<file path="src/rtl/seq_mul_pkg.sv">
// seq_mul_pkg: shared constants for the shift-add sequential multiplier.
// Holds the FSM state codes, the datapath register select codes, the default
// operand width and the iteration-counter width derivation.
package seq_mul_pkg;

  // Default operand width in bits.
  localparam int DEFAULT_WIDTH = 8;

  // FSM state codes; 2'd3 is illegal and recovers to IDLE.
  localparam logic [1:0] IDLE = 2'd0;
  localparam logic [1:0] RUN  = 2'd1;
  localparam logic [1:0] DONE = 2'd2;

  // Select codes shared by the acc/mcand/mplr/cnt register slices.
  localparam logic [1:0] SEL_HOLD = 2'd0;
  localparam logic [1:0] SEL_LOAD = 2'd1;
  localparam logic [1:0] SEL_STEP = 2'd2;

  // Product register source select.
  localparam logic PSEL_NEXT = 1'b0;  // acc after this cycle's partial product
  localparam logic PSEL_ACC  = 1'b1;  // acc as it stands (no iteration)

  // Iteration counter width: enough to count 0..WIDTH.
  function automatic int cnt_width(input int width);
    return $clog2(width) + 1;
  endfunction

endpackage

</file>
<file path="src/rtl/seq_mul_dp.sv">
// seq_mul_dp: datapath of the sequential multiplier.
// Owns acc, mcand, mplr, cnt and the held product register. The FSM steers
// every slice with a load/step/hold select plus an enable; the product
// register has its own enable and source select.
// Optional macro SEQ_MUL_EARLY_TERM_EN exposes the mplr==0 status flag.
module seq_mul_dp
  import seq_mul_pkg::*;
#(
  parameter int WIDTH = DEFAULT_WIDTH
) (
  input  logic               clk,
  input  logic               rst,
  input  logic [WIDTH-1:0]   a,
  input  logic [WIDTH-1:0]   b,
  input  logic [1:0]         op_sel,
  input  logic               op_en,
  input  logic               prod_en,
  input  logic               prod_sel,
  output logic               last_iter,
`ifdef SEQ_MUL_EARLY_TERM_EN
  output logic               mplr_zero,
`endif
  output logic [2*WIDTH-1:0] product
);

  localparam int CNT_W = cnt_width(WIDTH);
  localparam logic [CNT_W-1:0] CNT_ONE  = {{(CNT_W-1){1'b0}}, 1'b1};
  localparam logic [CNT_W-1:0] LAST_CNT = CNT_W'(WIDTH - 1);

  logic [2*WIDTH-1:0] acc_r;
  logic [2*WIDTH-1:0] mcand_r;
  logic [WIDTH-1:0]   mplr_r;
  logic [CNT_W-1:0]   cnt_r;
  logic [2*WIDTH-1:0] product_r;

  logic [2*WIDTH-1:0] acc_next_s;
  logic [2*WIDTH-1:0] acc_d_s;
  logic [2*WIDTH-1:0] mcand_d_s;
  logic [WIDTH-1:0]   mplr_d_s;
  logic [CNT_W-1:0]   cnt_d_s;

  // Partial-product add; wraps mod 2^(2*WIDTH) but cannot overflow for unsigned operands.
  always_comb begin
    acc_next_s = acc_r + (mplr_r[0] ? mcand_r : {(2*WIDTH){1'b0}});
  end

  // Next-value mux for each slice: load operands, take one shift-add step, or hold.
  always_comb begin
    acc_d_s   = acc_r;
    mcand_d_s = mcand_r;
    mplr_d_s  = mplr_r;
    cnt_d_s   = cnt_r;
    case (op_sel)
      SEL_LOAD: begin
        acc_d_s   = {(2*WIDTH){1'b0}};
        mcand_d_s = {{WIDTH{1'b0}}, a};
        mplr_d_s  = b;
        cnt_d_s   = {CNT_W{1'b0}};
      end
      SEL_STEP: begin
        acc_d_s   = acc_next_s;
        mcand_d_s = mcand_r << 1;
        mplr_d_s  = mplr_r >> 1;
        cnt_d_s   = cnt_r + CNT_ONE;
      end
      default: begin
        acc_d_s   = acc_r;
        mcand_d_s = mcand_r;
        mplr_d_s  = mplr_r;
        cnt_d_s   = cnt_r;
      end
    endcase
  end

  // Working registers: cleared by reset, updated only when the FSM enables them.
  always_ff @(posedge clk) begin
    if (rst) begin
      acc_r   <= {(2*WIDTH){1'b0}};
      mcand_r <= {(2*WIDTH){1'b0}};
      mplr_r  <= {WIDTH{1'b0}};
      cnt_r   <= {CNT_W{1'b0}};
    end else if (op_en) begin
      acc_r   <= acc_d_s;
      mcand_r <= mcand_d_s;
      mplr_r  <= mplr_d_s;
      cnt_r   <= cnt_d_s;
    end
  end

  // Held product register: written only on DONE entry, otherwise keeps its value.
  always_ff @(posedge clk) begin
    if (rst) begin
      product_r <= {(2*WIDTH){1'b0}};
    end else if (prod_en) begin
      product_r <= (prod_sel == PSEL_ACC) ? acc_r : acc_next_s;
    end
  end

  assign last_iter = (cnt_r == LAST_CNT);
`ifdef SEQ_MUL_EARLY_TERM_EN
  assign mplr_zero = (mplr_r == {WIDTH{1'b0}});
`endif
  assign product   = product_r;

endmodule

</file>
<file path="src/rtl/seq_mul_unit.sv">
// seq_mul_unit: shift-add sequential multiplier with start/busy/done handshake.
// The top holds only the IDLE/RUN/DONE controller and the busy/done decode;
// all arithmetic state lives in seq_mul_dp.
// Optional macro SEQ_MUL_EARLY_TERM_EN: finish as soon as the remaining
// multiplier bits are all zero.
module seq_mul_unit
  import seq_mul_pkg::*;
#(
  parameter int WIDTH = DEFAULT_WIDTH
) (
  input  logic               clk,
  input  logic               rst,
  input  logic               start,
  input  logic [WIDTH-1:0]   a,
  input  logic [WIDTH-1:0]   b,
  output logic               busy,
  output logic               done,
  output logic [2*WIDTH-1:0] product
);

  logic [1:0] state_r;
  logic [1:0] next_state_s;
  logic       busy_r;
  logic       done_r;

  logic [1:0] op_sel_s;
  logic       op_en_s;
  logic       prod_en_s;
  logic       prod_sel_s;
  logic       last_iter_s;
  logic       early_s;
`ifdef SEQ_MUL_EARLY_TERM_EN
  logic       mplr_zero_s;
`endif

  // Early-termination condition: mplr already exhausted at the start of a RUN cycle.
  always_comb begin
`ifdef SEQ_MUL_EARLY_TERM_EN
    early_s = mplr_zero_s;
`else
    early_s = 1'b0;
`endif
  end

  // Controller: next state plus datapath select/enable for the current cycle.
  always_comb begin
    next_state_s = state_r;
    op_sel_s     = SEL_HOLD;
    op_en_s      = 1'b0;
    prod_en_s    = 1'b0;
    prod_sel_s   = PSEL_NEXT;
    case (state_r)
      IDLE: begin
        if (start) begin
          op_sel_s     = SEL_LOAD;
          op_en_s      = 1'b1;
          next_state_s = RUN;
        end else begin
          next_state_s = IDLE;
        end
      end
      RUN: begin
        if (early_s) begin
          prod_en_s    = 1'b1;
          prod_sel_s   = PSEL_ACC;
          next_state_s = DONE;
        end else begin
          op_sel_s = SEL_STEP;
          op_en_s  = 1'b1;
          if (last_iter_s) begin
            prod_en_s    = 1'b1;
            prod_sel_s   = PSEL_NEXT;
            next_state_s = DONE;
          end else begin
            next_state_s = RUN;
          end
        end
      end
      DONE: begin
        next_state_s = IDLE;
      end
      default: begin
        // Illegal code: back to IDLE with no register update.
        next_state_s = IDLE;
      end
    endcase
  end

  // State register with registered busy/done decoded from the next state.
  always_ff @(posedge clk) begin
    if (rst) begin
      state_r <= IDLE;
      busy_r  <= 1'b0;
      done_r  <= 1'b0;
    end else begin
      state_r <= next_state_s;
      busy_r  <= (next_state_s == RUN) || (next_state_s == DONE);
      done_r  <= (next_state_s == DONE);
    end
  end

  seq_mul_dp #(
    .WIDTH (WIDTH)
  ) u_dp (
    .clk       (clk),
    .rst       (rst),
    .a         (a),
    .b         (b),
    .op_sel    (op_sel_s),
    .op_en     (op_en_s),
    .prod_en   (prod_en_s),
    .prod_sel  (prod_sel_s),
    .last_iter (last_iter_s),
`ifdef SEQ_MUL_EARLY_TERM_EN
    .mplr_zero (mplr_zero_s),
`endif
    .product   (product)
  );

  assign busy = busy_r;
  assign done = done_r;

endmodule

</file>
<file path="config.mk">
export PLATFORM = sky130hd
export DESIGN_NAME = seq_mul_unit
export DESIGN_NICKNAME = d
export VERILOG_FILES = /design/src/rtl/seq_mul_pkg.sv /design/src/rtl/seq_mul_dp.sv /design/src/rtl/seq_mul_unit.sv
export SDC_FILE = /design/constraint.sdc
export NUM_CORES = 1
export LEC_CHECK = 0
export ABC_AREA = 1
export CORE_MARGIN = 2
export CORE_UTILIZATION = 42
export CTS_BUF_LIST = sky130_fd_sc_hd__clkbuf_4 sky130_fd_sc_hd__clkbuf_8
export CTS_CLUSTER_DIAMETER = 120
export CTS_CLUSTER_SIZE = 12
export DETAILED_ROUTE_END_ITERATION = 10
export HOLD_SLACK_MARGIN = 0.05
export SYNTH_ARGS = -nofsm -noshare
export SYNTH_HDL_FRONTEND = slang
export SYNTH_SLANG_ARGS = --single-unit
</file>
<file path="constraint.sdc">
create_clock -name clk -period 2.52 [get_ports clk]
set_clock_uncertainty 0.2 [all_clocks]
set_input_delay 0.504 -clock clk [delete_from_list [all_inputs] [get_ports clk]]
set_output_delay 0.504 -clock clk [all_outputs]
set_load 0.005 [all_outputs]
</file>
==> flow_summary.yaml <==
cts:
  cts_resized: 0
  clock_sinks: 64
  cts-htree-levels: 3
  cts_tree: "done"
  cts-buffers-inserted: 9
  cts_buffer_depth: 2
  ctsHoldBuffers: 0
  clkTransAtPathRegs_ps: 70
  clk_latency_ps: 340
  post-cts-setup-buffers: 0
  root_buffer: "clkbuf_8"
power_and_ir_drop:
  pwr-share-clk_pct: 43.8
  power_frac_seq_pct: 46.9
  intPower_uw: 1688
  combPwrFrac_pct: 9.3
  p_per_area_mw_per_mm2: 513.7
  swShare_pct: 25.19
  finalPower_uw: 2256
  p_sw_uw: 568.2
  peakVddDrop_uv: 308.8
  leakage_uw: 0.002124
floorplan:
  initial_utilization_pct: 43.02
  coreArea_mm2: 0.008636
  io-pin-count: 37
  die_w_um: 98.05
  die_h_um: 98.05
  dieArea_mm2: 0.009613
  rows: 34
timing:
  fin_crit_sh_pct: 90.02
  setup_viol: 0
  hold_viol: 0
  finalCriticalPeriod_ps: 2268
  worstMarginPinSlew_ps: 314.2
  timing.slew.headroom_pct: 79.05
  rsz0062_at_grt: "false"
  finalMaxSlewViolations: 0
  finalSetupTns_ps: 0
  fmax_mhz: 440.8
logic_synthesis:
  ys.flop_type: "dfxtp_1"
  avgSynthCellArea_um2: 6.996
  synth_area_leaders: "dfxtp_1 34%, nand2_1 18%, inv_1 6.9%"
  ys_seq_elements: 64
  synth_cell_type_count: 35
  yosys.area.top_type_share_pct: 34.49
  yosysTopAreaCell: "dfxtp_1"
  synth_cells: 531
  ys_seq_area_share_pct: 34.49
  netlist_area_mm2: 0.003715
  synth_warnings: 0
  synth_edf_count: 0
  syn_nets: 569
  async_reset_ff_share_pct: 0
drt:
  drt_iter0_markers: 96
  drc: 0
  antenna_left: 0
  wire_per_inst_um: 12.03
  vias_per_cell: 4.727
  vias: 3219
  wirelength_mm: 8.190
  first_pass_iters: 4
grt:
  track_usage_pct: 18.17
  grt_pass1_wl_mm: 14.35
  grt_pass1_vias: 3079
  overflow: 0
  grt_use_met2_pct: 28.35
  grt_use_met1_pct: 25.45
  grt.busiest_layer: "met2"
  met3_usage_pct: 3.651
  antenna_found_initial: 0
  grt_max_degree: 57
worst_setup_path:
  cp-end-kind: "register"
  cp_cell_sequence: "nand2_1 -> inv_1 -> ha_1 -> fa_1 -> nand3_1 -> nand2_1 -> nand2_1 -> nand2_1 -> nand2_1 -> nand3_1 -> nand2_1 -> nand2_1 -> nand2_1 -> inv_1"
  r2r_start: "u_dp.mplr_r[0]$_SDFFE_PP0P_"
  cp_data_arrival_time_ps: 2310
  slowest_delay_ps: 430
  crit_top_cell: "nand2_1"
  critPathBufInv: 2
  cp-start-kind: "register"
  cpLargestDelayFamily: "simple AND/OR/NAND/NOR gates"
  path_class: "register to register"
  startpoint: "u_dp.mplr_r[0]$_SDFFE_PP0P_"
  crit_required_ps: 2560
  cpMaxStageDelayCell: "fa_1"
  cp_max_fo: 17
finish:
  fin_nets: 606
  areaGrowthSynthToFinish_pct: 18.22
  seqCellArea_mm2: 0.001282
  fill_cells: 868
  final_layout_size_suffix_gt1_share_pct: 16.23
  n_antenna_cell: 0
  multi_input_area_mm2: 0.002009
place:
  hpwl_mm: 5.904
  gp_congestion: 0.8632
  portBuffers: 36
worst_hold_path:
  min_path_type: "register to register"
  worstHoldStart: "u_dp.acc_r[7]$_SDFFE_PP0P_"
outcome:
  status: "complete, no violations"
run:
  cap_violations: 0
==> layer usage <==
layer | vias to the layer above | part of all wire (%)
met2 | 35 | 45
met3 | 5 | 3.3
met5 | - | 0
li1 | 1710 | -
met1 | 1469 | 51
met4 | 0 | 0.70
==> cells in the mapped netlist, drive strengths merged, types with 2 or more instances <==
master,n
nand2,201
inv,75
dfxtp,64
nor2,49
a21oi,38
ha,18
nand3,18
buf,16
o21ai,15
a31oi,14
xor2,7
clkbuf,4
nor3,4
a21o,2
or2,2
xnor2,2
==> power groups by stage <==
stage	sequential, µW	clock (µW)	combinational, µW
2_1_floorplan	1070	0	157
3_3_place_gp	1080	0	210
3_5_place_dp	1080	0	213
4_1_cts	1060	1000	214
5_1_grt	1060	1060	233
6_report	1060	988	210
==> worst paths after layout <==
check,to,slack [ps],cells past startpoint
hold reg to reg,u_dp.acc_r[7]$_SDFFE_PP0P_,270,2
setup reg to reg,u_dp.product[12]$_SDFFE_PP0P_,250,14
setup / recovery,u_dp.product[12]$_SDFFE_PP0P_,250,14
hold / removal,u_dp.acc_r[7]$_SDFFE_PP0P_,270,2
==> layout make-up <==
| class | instances | share of cell area, % |
|---|---|---|
| inverters | 75 | 6.410 |
| repair buffers | 46 | 10.66 |
| flip-flops and latches | 64 | 29.20 |
| multi-input cells | 372 | 45.76 |
| clock inverters | 6 | 1.909 |
| well taps | 108 | 3.077 |
| clock buffers | 10 | 2.991 |
==> worst register-to-register path: stages (launching register included) <==
cell     delay [ps]
dfxtp_2         420
nand2_1         110
inv_1            50
ha_1            200
fa_1            430
nand3_1         110
nand2_1          90
nand2_1          70
nand2_1          80
nand2_1         100
nand3_1          90
nand2_1          80
nand2_1          50
nand2_1          60
inv_1            40
==> sequential cells by signal (all words and copies together) (netlist names) <==
register,flops
busy,1
u_dp.product,16
u_dp.mplr_r,8
u_dp.acc_r,16
u_dp.cnt_r,4
state_r,2
u_dp.mcand_r,16
done,1
==> logic make-up after synthesis <==
kind of cell / count (synthesis) / share of synthesized area, %
XOR/XNOR: 9 / 2.122
adder cells (fa/ha/maj): 19 / 6.602
AND/OR/NAND/NOR: 274 / 32.60
AO/OA/AOI/OAI: 70 / 12.56
flip-flops: 64 / 34.49
buffers and inverters: 95 / 11.62
==> cell usage in the layout (no fill, tap or decap), types with 2 or more instances in the layout <==
master and count:
nor3_2 3, a31oi_1 6, o21ai_1 4, a21oi_2 10, o21ai_0 10, xor2_1 7
bufinv_16 2, buf_4 7, nor2_1 44, nand3_1 15, a21oi_1 28, dfxtp_1 63
xnor2_1 2, buf_12 3, nand2_1 174, ha_1 18, nand3_2 3, a21o_1 2
nand2_2 26, inv_2 7, inv_1 68, clkbuf_8 9, clkinv_2 3, a31oi_2 8
clkdlybuf4s50_1 35, nor2_2 2, nor2_8 2
==> per-stage QoR <==
stage	area (µm²)	hold slack [ps]	util [%]	std cells	setup slack, ps
after floorplan	3715	244.5	-	531	280.3
after global placement	4175	255.8	48.35	665	61.72
after detailed placement	4175	261.6	48.35	665	3.179
after CTS	4390	272.8	50.84	681	94.49
after global routing	4392	295.9	50.85	681	15.15
final	4392	272.5	50.85	681	251.5
Power figures use the tool's default switching activity.
